===== src/rtl/vga_rx_monitor.sv =====
// vga_rx_monitor: receiving end of the VGA stream (hsync/vsync/blank/RGB565).
// Recovers pixel coordinates from the sync edges, measures frame geometry,
// declares lock after LOCK_FRAMES consecutive good frames and counts bad
// frames seen while locked.
// Optional feature macro: FRAME_CHECKSUM_EN adds a per-frame 16-bit pixel sum
// on o_frame_sum; without it o_frame_sum is tied to zero.
module vga_rx_monitor #(
  parameter int H_ACTIVE    = 640,
  parameter int V_ACTIVE    = 480,
  parameter int LOCK_FRAMES = 3,
  parameter bit HS_POL      = 1'b0,
  parameter bit VS_POL      = 1'b0
) (
  input  logic        i_vga_clk,
  input  logic        i_sys_rst,
  input  logic        i_hsync,
  input  logic        i_vsync,
  input  logic        i_rgb_valid,
  input  logic [15:0] i_rgb,
  output logic        o_pix_valid,
  output logic [15:0] o_pix_data,
  output logic [11:0] o_pix_x,
  output logic [11:0] o_pix_y,
  output logic        o_frame_start,
  output logic        o_locked,
  output logic [11:0] o_h_meas,
  output logic [11:0] o_v_meas,
  output logic [7:0]  o_err_cnt,
  output logic [15:0] o_frame_sum
);

  localparam logic [11:0] H_EXPECT = 12'(H_ACTIVE);
  localparam logic [11:0] V_EXPECT = 12'(V_ACTIVE);
  localparam logic [3:0]  LOCK_N   = 4'(LOCK_FRAMES);

  typedef enum logic [1:0] {
    ST_SEARCH,
    ST_MEASURE,
    ST_LOCKED
  } stateType;

  stateType    r_state;
  stateType    w_stateNext;
  logic [3:0]  r_lockCnt;
  logic [3:0]  w_lockCntNext;
  logic [3:0]  w_lockCntInc;
  logic        w_errInc;

  // Previous-cycle sync/valid levels are kept as "active" flags so a cleared
  // register always means inactive, whatever the configured polarity.
  logic        r_hsPrev;
  logic        r_vsPrev;
  logic        r_validPrev;
  logic [11:0] r_xCnt;
  logic [11:0] r_yCnt;
  logic        r_badFrame;

  logic        w_hsActive;
  logic        w_vsActive;
  logic        w_hsEdge;
  logic        w_vsEdge;
  logic        w_lineEnd;
  logic [11:0] w_xInc;
  logic [11:0] w_yInc;
  logic [11:0] w_yAtEdge;
  logic        w_lineBad;
  logic        w_syncOverlap;
  logic        w_frameBad;

  assign w_hsActive    = (i_hsync == HS_POL);
  assign w_vsActive    = (i_vsync == VS_POL);
  assign w_hsEdge      = w_hsActive & ~r_hsPrev;
  assign w_vsEdge      = w_vsActive & ~r_vsPrev;
  assign w_lineEnd     = r_validPrev & ~i_rgb_valid;
  assign w_xInc        = (r_xCnt == 12'hFFF) ? r_xCnt : r_xCnt + 12'd1;
  assign w_yInc        = (r_yCnt == 12'hFFF) ? r_yCnt : r_yCnt + 12'd1;
  // A line ending in the same cycle as the vsync edge still belongs to the
  // frame being closed, so it is folded into the evaluated line count.
  assign w_yAtEdge     = w_lineEnd ? w_yInc : r_yCnt;
  assign w_lineBad     = w_lineEnd && (r_xCnt != H_EXPECT);
  assign w_syncOverlap = i_rgb_valid && (w_hsActive || w_vsActive);
  assign w_frameBad    = r_badFrame | w_lineBad | w_syncOverlap |
                         (w_yAtEdge != V_EXPECT);
  assign w_lockCntInc  = r_lockCnt + 4'd1;

  // Lock FSM state and good-frame counter registers.
  always_ff @(posedge i_vga_clk) begin
    if (i_sys_rst) begin
      r_state   <= ST_SEARCH;
      r_lockCnt <= 4'd0;
    end else begin
      r_state   <= w_stateNext;
      r_lockCnt <= w_lockCntNext;
    end
  end

  // Next-state logic; the FSM only moves when a frame is closed by vsync.
  always_comb begin
    w_stateNext = r_state;
    if (w_vsEdge) begin
      case (r_state)
        ST_SEARCH:  w_stateNext = ST_MEASURE;
        ST_MEASURE: if (!w_frameBad && (w_lockCntInc == LOCK_N))
                      w_stateNext = ST_LOCKED;
        ST_LOCKED:  if (w_frameBad)
                      w_stateNext = ST_MEASURE;
        default:    w_stateNext = ST_SEARCH;
      endcase
    end
  end

  // FSM side effects: good-frame count update and error-count request.
  always_comb begin
    w_lockCntNext = r_lockCnt;
    w_errInc      = 1'b0;
    if (w_vsEdge) begin
      case (r_state)
        ST_SEARCH:  w_lockCntNext = 4'd0;
        ST_MEASURE: begin
          if (w_frameBad || (w_lockCntInc == LOCK_N))
            w_lockCntNext = 4'd0;
          else
            w_lockCntNext = w_lockCntInc;
        end
        ST_LOCKED: begin
          w_lockCntNext = 4'd0;
          w_errInc      = w_frameBad;
        end
        default:    w_lockCntNext = 4'd0;
      endcase
    end
  end

  // Input stage, coordinate counters, geometry measurement and status outputs.
  always_ff @(posedge i_vga_clk) begin
    if (i_sys_rst) begin
      r_hsPrev      <= 1'b0;
      r_vsPrev      <= 1'b0;
      r_validPrev   <= 1'b0;
      r_xCnt        <= 12'd0;
      r_yCnt        <= 12'd0;
      r_badFrame    <= 1'b0;
      o_pix_valid   <= 1'b0;
      o_pix_data    <= 16'd0;
      o_pix_x       <= 12'd0;
      o_pix_y       <= 12'd0;
      o_frame_start <= 1'b0;
      o_locked      <= 1'b0;
      o_h_meas      <= 12'd0;
      o_v_meas      <= 12'd0;
      o_err_cnt     <= 8'd0;
    end else begin
      r_hsPrev      <= w_hsActive;
      r_vsPrev      <= w_vsActive;
      r_validPrev   <= i_rgb_valid;
      o_pix_valid   <= i_rgb_valid;
      o_pix_data    <= i_rgb;
      o_frame_start <= w_vsEdge;
      o_locked      <= (w_stateNext == ST_LOCKED);

      if (i_rgb_valid) begin
        o_pix_x <= r_xCnt;
        o_pix_y <= r_yCnt;
      end

      if (w_hsEdge)
        r_xCnt <= 12'd0;
      else if (i_rgb_valid)
        r_xCnt <= w_xInc;

      if (w_lineEnd)
        o_h_meas <= r_xCnt;

      if (w_vsEdge) begin
        o_v_meas   <= w_yAtEdge;
        r_yCnt     <= 12'd0;
        r_badFrame <= 1'b0;
      end else begin
        if (w_lineEnd)
          r_yCnt <= w_yInc;
        if (w_lineBad || w_syncOverlap)
          r_badFrame <= 1'b1;
      end

      if (w_errInc && (o_err_cnt != 8'hFF))
        o_err_cnt <= o_err_cnt + 8'd1;
    end
  end

`ifdef FRAME_CHECKSUM_EN
  logic [15:0] r_sumAcc;
  logic [15:0] w_sumNow;

  assign w_sumNow = r_sumAcc + (i_rgb_valid ? i_rgb : 16'h0000);

  // Running modulo-2^16 pixel sum, published and restarted at each frame edge.
  always_ff @(posedge i_vga_clk) begin
    if (i_sys_rst) begin
      r_sumAcc    <= 16'h0000;
      o_frame_sum <= 16'h0000;
    end else if (w_vsEdge) begin
      o_frame_sum <= w_sumNow;
      r_sumAcc    <= 16'h0000;
    end else begin
      r_sumAcc    <= w_sumNow;
    end
  end
`else
  assign o_frame_sum = 16'h0000;
`endif

endmodule

===== config.mk =====
export PLATFORM = sky130hd
export DESIGN_NAME = vga_rx_monitor
export DESIGN_NICKNAME = d
export VERILOG_FILES = /design/src/rtl/vga_rx_monitor.sv
export SDC_FILE = /design/constraint.sdc
export NUM_CORES = 1
export LEC_CHECK = 0
export BUFFER_PORTS_ARGS = -buffer_cell sky130_fd_sc_hd__buf_2
export CAP_MARGIN = 10
export CORE_AREA = 2 2 111 113
export CTS_CLUSTER_SIZE = 30
export DETAILED_ROUTE_END_ITERATION = 6
export DIE_AREA = 0 0 113 115
export GPL_TIMING_DRIVEN = 0
export SLEW_MARGIN = 20
export SYNTH_ARGS = -nofsm -noshare
export SYNTH_HDL_FRONTEND = slang
export SYNTH_SLANG_ARGS = --single-unit

===== constraint.sdc =====
create_clock -name i_vga_clk -period 4.55 [get_ports i_vga_clk]
set_input_delay 0.91 -clock i_vga_clk [delete_from_list [all_inputs] [get_ports i_vga_clk]]
set_output_delay 0.91 -clock i_vga_clk [all_outputs]
set_load 0.005 [all_outputs]

==> run metrics <==
max-slew violations 0; Synth Flop Type dfxtp_1; worst slew pin tran 723.1 ps; root buffer cell clkbuf_16; Post-Synth Adder-Cell Area 1.622%; IO Count 112; crit path time final 2807 ps; leading area contributor after synthesis dfxtp_1; delay-heaviest family, CP simple AND/OR/NAND/NOR gates; worst r2r path cells 9; Comb pwr share 5.0%; run status finished, violations left; hold path endpoint o_v_meas[4]; Power, Total 1.930 mW; Clk pwr share 45.0%; Iter 0 DRT Violations 232; ANT cells 0; sequential share of the synthesized area 46.72%; CTS Sinks 108; Seq pwr share 50.0%; initial core utilization 39.18%; gr usage total 17.09%; nets@finish 658; Post-synth top cells dfxtp_1 (108), nor2_1 (65), nand2_1 (52); final hold vios 0; Port-buffer cells 94; die area 0.01300 mm2; DR pass1 iterations 6; fraction of layout cells with a size suffix above 1 24.06%; Avg Cell Area, Syn 9.057 um2; Max-Cap Viols 0; Sw Share 21.61%; hold path start o_v_meas[4]; most common cell in the synthesized netlist dfxtp_1; top post-synthesis cells by area dfxtp_1 (47%), mux2i_1 (6.3%), nor2_1 (5.3%); Synth Area in Compound Gates 9.813%; Slew HR 51.80%; setup TNS 0 ps; RSZ-0062 raised after global routing no; WL per Instance 13.96 um; class of the most critical setup path in -> reg; Peak Freq 356.3 MHz; Layout area overhead 22.63%; peak supply drop 0.0001815 V; Clock Skews 10.66 ps; postcts setup bufs 0; r2r setup slk 1750 ps; post_cts resized 0; multiplexer area fraction after synthesis 7.732%; critical path, cell by cell buf_2 > nand3b_1 > nor4_1 > mux2i_1 > nand4b_1 > nor4_4 > buf_6 > nor3b_1 > mux2_1; setup violators final 0; DP Area 0.005339 mm2; crit path max-delay cell type nor4_4; H-tree depth 3; worst hold path class reg -> reg; Routability Congestion 0.8520; main combinational cell family by area after synthesis simple AND/OR/NAND/NOR gates; Critical Path Fanout Max 10; reg2reg start r_yCnt[0]; Placed Instances 767; EDFF count, synth 0; clk buf depth 2; library cells used by synthesis 59; failing checks design-rule violations; crit path DAT 3050 ps; Layout Cells excl Fill 783; Async S/R FF share, synth 0%; first-pass GRT wire length 17,620 um; FP Rows 40; Post-Synth XOR/XNOR Area 2.082%; placed wire-length estimate 8026 um; largest net degree at the start of global routing 18; DIE HEIGHT 115 um; later-pin clock latency in the skew report 360 ps; hold path cells 2; Worst path max stage delay 350 ps; Synth Cell Area 0.004628 mm2; Cell Pwr Density 340.1 mW/mm2; Internal Power 1.513 mW; CTS Hold Bufs 0; antenna-violating nets left 0; total number of vias 3,882; drc violations 6; CTS tree built; core area 0.01181 mm2; FF+latch count, synth 108; Switch Pwr 0.4172 mW; cell area after layout 0.005675 mm2; Worst setup EP type flop; top cell type's share of synthesized area 46.72%; leakage 2.438 nW; initial antenna violation count 0; critical path required time 4790 ps; Die Span X 113 um; critical path launch point type input pin; Post-Synth Simple-Gate Area 24.49%; grt ovf 0; Post-Route WL 10,930 um; Post-Syn Instances 511; Tcrit/Tclk final 61.68%; CTS buffer count 9; Via density 4.958; Critical R2R Capture o_err_cnt[3]; CP bufs+invs 2; yosys warns 0; hold slack 454.5 ps; vias in the first global route 3,579; Clk pin slew, worst setup/hold paths 70 ps
[layer usage]
layer | global-route usage, % | vias to the layer above | wire length (um)
li1 | - | 1957 | -
met4 | 6.585 | 0 | 151
met3 | 5.640 | 10 | 602
met5 | 0 | - | 0
met2 | 26.71 | 105 | 4998
met1 | 22.05 | 1810 | 5174
[layout make-up]
type	instances	area, um2
clock buffers	11	252.7
flip-flops and latches	108	2162
fillers	1177	6136
clock inverters	5	83.83
multi-input cells	357	2177
plain buffers	49	300.3
repair buffers	94	470.5
well taps	147	183.9
inverters	12	45.04
[tightest hold or removal path, stage by stage, from the launching register on]
cell and delay, ps:
dfxtp_1 330, nand2_1 50, o21ai_0 50
[through the flow]
stage | setup WS [ps] | utilization, %
after floorplan | 1806 | -
after global placement | 1370 | 45.20
after detailed placement | 1377 | 45.20
after CTS | 1747 | 48.05
after global routing | 1563 | 48.05
final | 1743 | 48.05
[worst max-delay path by stage]
stage | startpoint | end | slack (ps) | depth (start not counted)
2_1_floorplan | i_rgb_valid | o_err_cnt[3] | 1810 | 9
3_3_place_gp | i_rgb_valid | o_err_cnt[2] | 1370 | 10
3_5_place_dp | i_rgb_valid | o_err_cnt[5] | 1380 | 9
4_1_cts | i_rgb_valid | o_err_cnt[3] | 1750 | 9
5_1_grt | r_yCnt[0] | r_lockCnt[2] | 1560 | 10
6_report | i_rgb_valid | o_err_cnt[3] | 1740 | 9
[flip-flops by register name, summed over array words and instances, names as in the netlist, 2 cells and up]
name / cells
o_pix_data: 16
o_h_meas: 12
o_pix_x: 12
o_pix_y: 12
o_v_meas: 12
r_xCnt: 12
r_yCnt: 12
o_err_cnt: 8
r_lockCnt: 4
r_state: 2
[power groups by stage]
stage	sequential, mW	clock, mW	combinational [mW]
after floorplan	0.987	0	0.0623
after global placement	0.987	0	0.0970
after detailed placement	0.987	0	0.0978
after CTS	0.965	0.891	0.0981
after global routing	0.966	0.942	0.109
final	0.965	0.868	0.0970
[placed cells by master, fill, tap and decap left out, types with 16 or more instances in the layout]
cell type,count
o21ai_0,24
conb_1,16
nand2_1,52
nor2b_1,28
mux2i_1,29
dfxtp_1,108
nor2_1,65
buf_2,100
clkbuf_1,16
buf_4,20
a21oi_1,23
[logic make-up after synthesis]
family	Yosys count
adders and majority gates	6
muxes	35
other	1
xor gates and xnor gates	11
and+or+nand+nor	216
AOI/OAI and AO/OA	73
buffers and inverters	61
DFF	108
Note: power is estimated with default switching activity, not from simulation.
